===== src/rtl/axi_bresp_buffer.sv =====
// rtl/axi_bresp_buffer.sv - fall-through FIFO of AXI write responses with a saturating error counter
module axi_bresp_buffer #(
  parameter int ID_W  = 4,
  parameter int DEPTH = 4
) (
  input  logic                     ACLK,
  input  logic                     ARESET,
  input  logic                     S_VALID,
  output logic                     S_READY,
  input  logic [1:0]               S_BRESP,
  input  logic [ID_W-1:0]          S_BID,
  output logic                     BVALID,
  input  logic                     BREADY,
  output logic [1:0]               BRESP,
  output logic [ID_W-1:0]          BID,
  output logic [$clog2(DEPTH):0]   COUNT,
  output logic [7:0]               ERR_CNT
);

  localparam int AW = $clog2(DEPTH);
  localparam int EW = ID_W + 2;
  localparam logic [AW:0] CNT_FULL = (AW+1)'(DEPTH);
  localparam logic [AW:0] CNT_ONE  = (AW+1)'(1);
  localparam logic [AW-1:0] PTR_ONE = AW'(1);

  logic [EW-1:0] mem_q [DEPTH];
  logic [AW-1:0] wr_ptr_q, wr_ptr_d;
  logic [AW-1:0] rd_ptr_q, rd_ptr_d;
  logic [AW:0]   count_q, count_d;
  logic [7:0]    err_q, err_d;
  logic [EW-1:0] head;
  logic          push, pop;

  // Ready depends only on registered occupancy, so a pop never frees a slot in the same cycle.
  assign S_READY = (count_q < CNT_FULL);
  assign BVALID  = (count_q != '0);
  assign head    = mem_q[rd_ptr_q];
  assign BRESP   = BVALID ? head[EW-1 -: 2] : 2'b00;
  assign BID     = BVALID ? head[ID_W-1:0] : '0;
  assign COUNT   = count_q;
  assign ERR_CNT = err_q;

  assign push = S_VALID && S_READY;
  assign pop  = BVALID && BREADY;

  always_comb begin
    wr_ptr_d = wr_ptr_q;
    rd_ptr_d = rd_ptr_q;
    count_d  = count_q;
    err_d    = err_q;
    if (push) wr_ptr_d = wr_ptr_q + PTR_ONE;
    if (pop)  rd_ptr_d = rd_ptr_q + PTR_ONE;
    case ({push, pop})
      2'b10:   count_d = count_q + CNT_ONE;
      2'b01:   count_d = count_q - CNT_ONE;
      default: count_d = count_q;
    endcase
    if (pop && head[EW-1] && (err_q != 8'hFF)) err_d = err_q + 8'd1;
  end

  always_ff @(posedge ACLK or posedge ARESET) begin
    if (ARESET) begin
      wr_ptr_q <= '0;
      rd_ptr_q <= '0;
      count_q  <= '0;
      err_q    <= '0;
      for (int i = 0; i < DEPTH; i++) mem_q[i] <= '0;
    end else begin
      wr_ptr_q <= wr_ptr_d;
      rd_ptr_q <= rd_ptr_d;
      count_q  <= count_d;
      err_q    <= err_d;
      if (push) mem_q[wr_ptr_q] <= {S_BRESP, S_BID};
    end
  end

endmodule


===== config.mk =====
export PLATFORM = sky130hd
export DESIGN_NAME = axi_bresp_buffer
export DESIGN_NICKNAME = d
export VERILOG_FILES = /design/src/rtl/axi_bresp_buffer.sv
export SDC_FILE = /design/constraint.sdc
export NUM_CORES = 1
export LEC_CHECK = 0
export BUFFER_PORTS_ARGS = -buffer_cell sky130_fd_sc_hd__buf_2
export CELL_PAD_IN_SITES_DETAIL_PLACEMENT = 2
export CELL_PAD_IN_SITES_GLOBAL_PLACEMENT = 2
export CORE_ASPECT_RATIO = 0.8
export CORE_UTILIZATION = 38
export DETAILED_ROUTE_END_ITERATION = 16
export MAX_ROUTING_LAYER = met4
export PLACE_DENSITY = 0.84
export SLEW_MARGIN = 10
export SYNTH_ARGS = -nofsm -noshare
export SYNTH_HDL_FRONTEND = slang
export SYNTH_SLANG_ARGS = --single-unit

===== constraint.sdc =====
create_clock -name ACLK -period 2.3 [get_ports ACLK]
set_clock_uncertainty 0.05 [all_clocks]
set_input_delay 0.345 -clock ACLK [delete_from_list [all_inputs] [get_ports ACLK]]
set_output_delay 0.345 -clock ACLK [all_outputs]
set_load 0.02 [all_outputs]

# ---- Word level (Yosys, flattened, before mapping)
# Index checks and enable logic that the tools add are counted.
dict set report word_totals {
  ff_bits 39
  latchBits 0
  ram_bits 0
  romBits 0
  inputBits 10
  out_inout_bits 19
  word_cells 38
  mem_count 0
}
dict set report classes {
  n_addsub 5
  mul 0
  div 0
  order_cmp 4
  eq_ne 3
  n_shift 0
  mux 9
  bitwise 2
  n_reduce_logical 7
}
# cell n
set ops {}
lappend ops {{$bwmux W24} 1}
lappend ops {{$mux W6} 3}
lappend ops {{$bmux W6 S2} 1}
lappend ops {{$demux W6 S2} 1}
lappend ops {{$add A8 B1 Y8 const B} 1}
lappend ops {{$ne A8 B8 Y1 const B} 1}
lappend ops {{$ge A3 B3 Y1 const B} 2}
lappend ops {{$not A2 Y3} 2}
lappend ops {{$pmux W3 S2} 1}
lappend ops {{$logic_and A1 B1 Y1} 5}
lappend ops {{$add A2 B1 Y2 const B} 2}
lappend ops {{$mux W4} 1}
lappend ops {{$add A3 B1 Y3 const B} 1}
lappend ops {{$lt A3 B1 Y1 const B} 1}
lappend ops {{$lt A3 B3 Y1 const B} 1}
lappend ops {{$reduce_bool A3 Y1} 1}
lappend ops {{$sub A3 B1 Y3 const B} 1}
lappend ops {{$eq A2 B1 Y1 const B} 1}
lappend ops {{$eq A2 B2 Y1 const B} 1}
lappend ops {{$mux W2} 1}
lappend ops {{$reduce_bool A2 Y1} 1}

# ---- Longest topological paths before layout
# Gate-level depths: netlist (run 1).
dict set report depth {
  depth_word 6
  mapped_depth 9
}

# ---- Worst setup path after synthesis (run 1)
# Ideal clock, no wire load.
dict set report synth_path {
  path_type {register to register}
  from {register count_q[0], in the netlist COUNT[0]}
  to {register count_q[2], in the netlist COUNT[2]}
  t_arrival_ps 1964
  slack_ps 206
  path_stages_with_launch 9
  path_buffers 1
  period_less_slack_ps 2094
  cell_sequence {dfrtp_1 > o31a_1 > clkbuf_1 > ha_1 > inv_1 > fa_1 > xor2_1 > nor2_1 > xnor2_1}
}
dict set report synth_via {
  elab_chain_cells 4
  word_cells_on_any_way 10
}
# item line_no
set synth_lines {}
lappend synth_lines {{start, declared} 29} ;# logic [AW:0] count_q, count_d;
lappend synth_lines {{start signal, assigned} 71} ;# count_q <= count_d;
lappend synth_lines {{$reduce_bool A3 Y1 (*)} 36} ;# assign BVALID = (count_q != '0);
lappend synth_lines {{$logic_and A1 B1 Y1 (*)} 44} ;# assign pop = BVALID && BREADY;
lappend synth_lines {{via pop} 32} ;# logic push, pop;
lappend synth_lines {{$eq A2 B1 Y1 / $eq A2 B2 Y1 (equally long branches)} 53} ;# case ({push, pop})
lappend synth_lines {{$pmux W3 S2 / $reduce_bool A2 Y1 (equally long branches)} -}
# The timed path passes the listed nets; every way through them passes the cells marked *.
# A chain may end at the register's enable or synchronous reset.

# ---- Final worst setup path (run 1)
dict set report layout_path {
  from {register rd_ptr_q[0]}
  to {output BRESP[1]}
}
dict set report layout_via {
  elab_chain_cells 5
}
# item line_no
set layout_lines {}
lappend layout_lines {{start, declared} 28} ;# logic [AW-1:0] rd_ptr_q, rd_ptr_d;
lappend layout_lines {{start signal, assigned} 70} ;# rd_ptr_q <= rd_ptr_d;
lappend layout_lines {{$not A2 Y3 (implied by the code)} 37} ;# assign head = mem_q[rd_ptr_q];
lappend layout_lines {{$bmux W6 S2} 37}
lappend layout_lines {{$mux W6 (implied by the code) (2 in a row)} 37}
lappend layout_lines {{$mux W2} 38} ;# assign BRESP = BVALID ? head[EW-1 -: 2] : 2'b00;
lappend layout_lines {{end, declared} 14} ;# output logic [1:0] BRESP,
# Every way passes these cells. The select of a mux whose other input is x is not followed.

==> impl_metrics.py, run 1 <==
metrics = {
    "floorplan": {
        "die_height_um": 65.9,
        "initial_core_util_pct": 40.9,
        "num_rows": 22,
        "coreArea_um2": 4730,
        "io_pins": 29,
        "dieArea_um2": 5390,
        "dieWidth_um": 81.8,
    },
    "setup_path": {
        "rr_endpoint": "ERR_CNT[6]",
        "startpoint_type": "register",
        "reg2reg_from": "rd_ptr_q[0]",
        "rrSetupSlack_ns": 0.52,
        "arrival_ns": 1.80,
        "path_class": "register to output pin",
        "end_kind": "output pin",
        "crit_fanout": 8,
        "required_ns": 1.90,
        "r2r_cells": 3,
    },
    "logic_synthesis": {
        "synthFlopType": "dfrtp_1",
        "yosysWarnings": 0,
        "yosysUniqueCellTypes": 30,
        "async_flop_share_pct": 100,
        "yosys_register_bits": 39,
        "syn_inst": 145,
        "syn_area_um2": 1940,
        "syn_avg_cell_area_um2": 13.4,
        "synth_nets": 162,
        "seq_area_frac_synth_pct": 50.4,
        "synth_edf_count": 0,
    },
    "sta": {
        "finalSetupTns_ns": 0,
        "period_share_pct": 95.3,
        "hold_viol": 0,
        "rsz0062_at_grt": "no",
        "setup_violations": 0,
        "min_period_ns": 2.19,
        "timing.fmax_mhz": 456,
        "worst_pin_slew_ns": 0.513,
        "maxSlewViolCount": 0,
        "slew_headroom_pct": 65.8,
    },
    "clock_network": {
        "clock-sinks": 39,
        "clockBufferDepth": 2,
        "clock_latency_ns": 0.31,
        "root_buffer": "clkbuf_8",
        "clkTransAtPathRegs_ns": 0.08,
        "cts_made_buffers": 5,
        "cts.htree.levels": 2,
        "cts_tree": "built",
    },
    "pwr": {
        "max-vdd-ir-drop_mv": 0.628,
        "power.total_mw": 3.50,
        "p_leak_nw": 1.07,
        "p_per_area_nw_per_um2": 1530,
    },
    "layout": {
        "syn_to_final_growth_pct": 17.8,
        "nNetsFinal": 197,
        "fill_cells": 489,
        "post_route_cells_drive_above_1_share_pct": 40.3,
        "layout_common_cells": "dfrtp_1 (38), mux2_2 (28), buf_2 (28)",
        "seqCellArea_um2": 977,
        "diodes": 0,
        "final_common_cell": "dfrtp_1",
        "multi_input_area_um2": 902,
    },
    "placement": {
        "dp_hpwl_um": 3200,
        "port_buffers": 28,
        "gp_congestion": 0.730,
    },
    "grt": {
        "grt_overflow": 0,
        "grt_pass1_wl_um": 7580,
        "grt_use_total_pct": 20.4,
        "grt_max_degree": 40,
        "grt_pass1_vias": 1464,
        "antenna_found_initial": 0,
    },
    "drt": {
        "routed_via_density": 5.27,
        "firstDrtPassIters": 3,
        "vias": 1270,
        "wirelength_um": 4520,
        "wl_per_cell_um": 18.8,
        "drc": 0,
        "ant_nets": 0,
        "drtIter0Drc": 62,
    },
    "worst_hold_path": {
        "hold_path.class": "primary input to asynchronous set/reset pin",
    },
    "status": {
        "status": "completed",
    },
    "run": {
        "maxCapViolations": 0,
    },
}
metal layers:
layer	global-route usage, %	vias up	routed length (µm)
li1	-	583	-
met1	23.5	654	1990
met2	34.2	25	2300
met3	4.14	8	147
met4	9.21	0	86
met5	-	-	0
report_power, final:
group	total (mW)	internal [mW]	switching [mW]	leakage, nW
logic	1.57	0.762	0.806	0.541
registers	1.30	1.02	0.282	0.471
clock network	0.628	0.357	0.271	0.0618
total	3.50	2.14	1.36	1.07
synth_stat cells, types with 2 or more instances:
master | number | share of area, %
and3_1 | 2 | 0.65
clkbuf_1 | 3 | 0.58
dfrtp_1 | 39 | 50
ha_1 | 6 | 3.9
inv_1 | 10 | 1.9
mux2_2 | 28 | 16
mux2i_1 | 2 | 1.0
mux4_1 | 5 | 6.8
nand2_1 | 8 | 1.5
nand2b_1 | 2 | 0.65
nand3_1 | 7 | 1.8
nand4_1 | 3 | 0.97
nor2b_1 | 7 | 2.3
o21ai_0 | 2 | 0.52
xnor2_1 | 5 | 2.3
xor2_1 | 2 | 0.90
critical path, stage by stage (launching register included):
cell	delay (ns)
dfrtp_2	0.49
mux4_2	0.64
nor2b_1	0.18
buf_2	0.17
state kept, by name, summed over array words and instances (netlist names):
name	flops
wr_ptr_q	2
COUNT	3
rd_ptr_q	2
ERR_CNT	8
mem_q	24
kinds of logic after synthesis:
logic type      Yosys count  synth area share [%]
simple gates             35                  10.0
buf+inv                  14                  3.10
xor+xnor                  7                  3.16
fa+ha+maj                 7                  4.91
compound gates            5                  1.87
mux                      38                  26.6
flops                    39                  50.4
stage by stage:
| stage | hold slack [ns] | util, % | instance area (µm²) | worst slack [ns] | cells |
|---|---|---|---|---|---|
| 3_5_place_dp | 0.439 | 45.6 | 2160 | 0.331 | 233 |
| 4_1_cts | 0.112 | 48.2 | 2280 | 0.0884 | 241 |
| 6_report | 0.101 | 48.2 | 2280 | 0.108 | 241 |
| 3_3_place_gp | 0.428 | 45.6 | 2160 | 0.367 | 233 |
| 5_1_grt | 0.154 | 48.2 | 2280 | 0.0368 | 241 |
| 2_1_floorplan | 0.420 | - | 1940 | 0.206 | 145 |
worst max-delay path by stage:
stage	from	to	slack (ns)	cells after the start
2_1_floorplan	COUNT[0]	COUNT[2]	0.21	8
3_3_place_gp	rd_ptr_q[0]	BRESP[1]	0.37	3
3_5_place_dp	rd_ptr_q[0]	BRESP[1]	0.33	3
4_1_cts	rd_ptr_q[0]	BRESP[1]	0.09	3
5_1_grt	rd_ptr_q[0]	BRESP[1]	0.04	3
6_report	rd_ptr_q[0]	BRESP[1]	0.11	3
final cells by class:
cell class              instances  area share [%]
flip-flops and latches         39            42.8
well taps                      60            3.29
inverters                      10            1.64
clock inverters                 2            1.70
clock buffers                   6            3.62
repair buffers                 32            7.45
multi-input cells              92            39.5
repair_timing:
action,4_1_cts,5_1_grt
endpoints found under the setup margin,1,0
setup buffers,0,0
gates resized for setup,1,0
hold buffers,0,0
Note: power is estimated with default switching activity, not from simulation.
==> inputs of run 2 (changes only) <==
Settings changed: BUFFER_PORTS_ARGS -buffer_cell sky130_fd_sc_hd__buf_2 to default, CORE_UTILIZATION 38 to 43, DONT_BUFFER_PORTS from default to 1, MAX_ROUTING_LAYER met4 to default, PLACE_DENSITY 0.84 to 0.85.
==> impl_metrics.py, run 2 (synthesis results as in run 1) <==
metrics = {
    "clock_network": {
        "clockBufferDepth": 2,
        "cts_tree": "built",
        "cts.htree.levels": 2,
        "cts.hold.buffers_added": 0,
        "clock_latency_ns": 0.30,
        "clkTransAtPathRegs_ns": 0.08,
        "clock-sinks": 39,
        "cts_made_buffers": 5,
        "cts_setup_buffers": 0,
        "cts_resized": 0,
        "root_buffer": "clkbuf_8",
    },
    "grt": {
        "grt_pass1_vias": 1386,
        "grt_pass1_wl_um": 7400,
        "grt_max_degree": 40,
        "grt_overflow": 0,
        "antenna_found_initial": 0,
        "grt_use_total_pct": 21.5,
    },
    "layout": {
        "final_common_cell": "dfrtp_1",
        "largest-register": "mem_q",
        "largest_reg_flops": 24,
        "utilization_pct": 50.0,
        "post_route_cells_drive_above_1_share_pct": 28.8,
        "diodes": 0,
        "syn_to_final_growth_pct": 9.88,
        "nNetsFinal": 169,
        "layout_common_cells": "dfrtp_1 (39), mux2_2 (28), inv_1 (10)",
    },
    "setup_path": {
        "end_kind": "output pin",
        "worstPathCellList": "mux4_2, nor2b_1",
        "critPathTopFamily": "multiplexers",
        "path_buf_inv": 0,
        "slowest_delay_ns": 0.69,
        "slowest_stage": "mux4_2",
        "worstSetupPathDepth": 2,
        "startpoint_type": "register",
        "required_ns": 1.90,
        "path_class": "register to output pin",
        "arrival_ns": 1.82,
        "crit_fanout": 8,
        "r2r_cells": 7,
    },
    "pwr": {
        "p_leak_nw": 0.954,
        "max-vdd-ir-drop_mv": 0.590,
        "p_per_area_nw_per_um2": 1550,
    },
    "sta": {
        "maxSlewViolCount": 0,
        "worst_pin_slew_ns": 0.629,
        "whs_ns": -0.00182,
        "hold_viol": 6,
        "fin_ws_ns": 0.0872,
        "timing.fmax_mhz": 452,
        "setup_violations": 0,
        "finalSetupTns_ns": 0,
        "rsz0062_at_grt": "no",
        "slew_headroom_pct": 57.8,
        "period_share_pct": 96.2,
        "min_period_ns": 2.21,
    },
    "worst_hold_path": {
        "hold_path.class": "primary input to asynchronous set/reset pin",
    },
    "drt": {
        "wl_per_cell_um": 21.3,
        "firstDrtPassIters": 3,
        "drtIter0Drc": 83,
        "wirelength_um": 4470,
        "drc": 0,
        "ant_nets": 0,
        "vias": 1175,
        "routed_via_density": 5.60,
    },
    "floorplan": {
        "io_pins": 29,
        "initial_core_util_pct": 45.5,
        "dieWidth_um": 77.1,
        "num_rows": 21,
        "coreArea_um2": 4260,
        "die_height_um": 62.1,
        "dieArea_um2": 4780,
    },
    "run": {
        "maxCapViolations": 0,
    },
    "status": {
        "status": "finished, violations left",
        "violations": "hold timing",
    },
    "placement": {
        "gp_congestion": 0.743,
        "place_ws_ns": 0.353,
        "port_buffers": 0,
        "dp_hpwl_um": 3110,
    },
}
[run 2: cell count changes in the layout (fill, tap and decap cells not counted)]
cell / previous run / this run
inv_6: 1 / 0
dfrtp_2: 1 / 0
clkinv_4: 0 / 1
dfrtp_1: 38 / 39
buf_2: 28 / 0
clkbuf_8: 6 / 5
clkinv_2: 0 / 1
[run 2: final cells by class]
cell class	instances	area [µm²]
fill	417	2130
timing repair buffer	4	30.0
inverter	10	37.5
clock buffer	5	68.8
clock inverter	3	43.8
tap	57	71.3
sequential	39	976
multi-input combinational	92	902
[run 2: worst paths after layout]
kind / slack (ns) / start / end
max in group asynchronous: 1.84 / ARESET / wr_ptr_q[1]
max: 0.09 / rd_ptr_q[0] / BRESP[1]
min: -0.002 / ARESET / ERR_CNT[1]
min reg2reg: 0.46 / mem_q[5] / mem_q[5]
max reg2reg: 0.36 / COUNT[0] / COUNT[2]
min in group ACLK: 0.14 / S_BID[1] / mem_q[13]
[run 2: metal layers]
metal	wire length [µm]	up-vias	global-route usage (%)
li1	-	522	-
met1	1980	618	26.2
met2	2250	28	38.5
met3	181	7	5.40
met4	59	0	7.82
met5	0	-	0
[run 2: worst reg2reg max path: cells and delay by family, from the launching register on]
family                   cells  cell delay, ns
AND/OR/NAND/NOR              1            0.12
buffers and inverters        1            0.07
adder cells (fa/ha/maj)      2            0.58
AO/OA/AOI/OAI                1            0.22
XOR/XNOR                     2            0.28
flip-flops                   1            0.53
[run 2: power by group]
group          internal, mW  switching, mW
combinational         0.624          0.672
clock                 0.323          0.262
sequential             1.02          0.397
[run 2: through the flow]
step,cells,hold WS [ns],instance area [µm²],total power [mW]
final,210,-0.00182,2130,3.29
after global routing,210,0.0506,2130,3.52
after CTS,210,0.0172,2130,3.34
after detailed placement,202,0.342,2020,2.73
after global placement,202,0.326,2020,2.58
after floorplan,145,0.420,1940,2.39
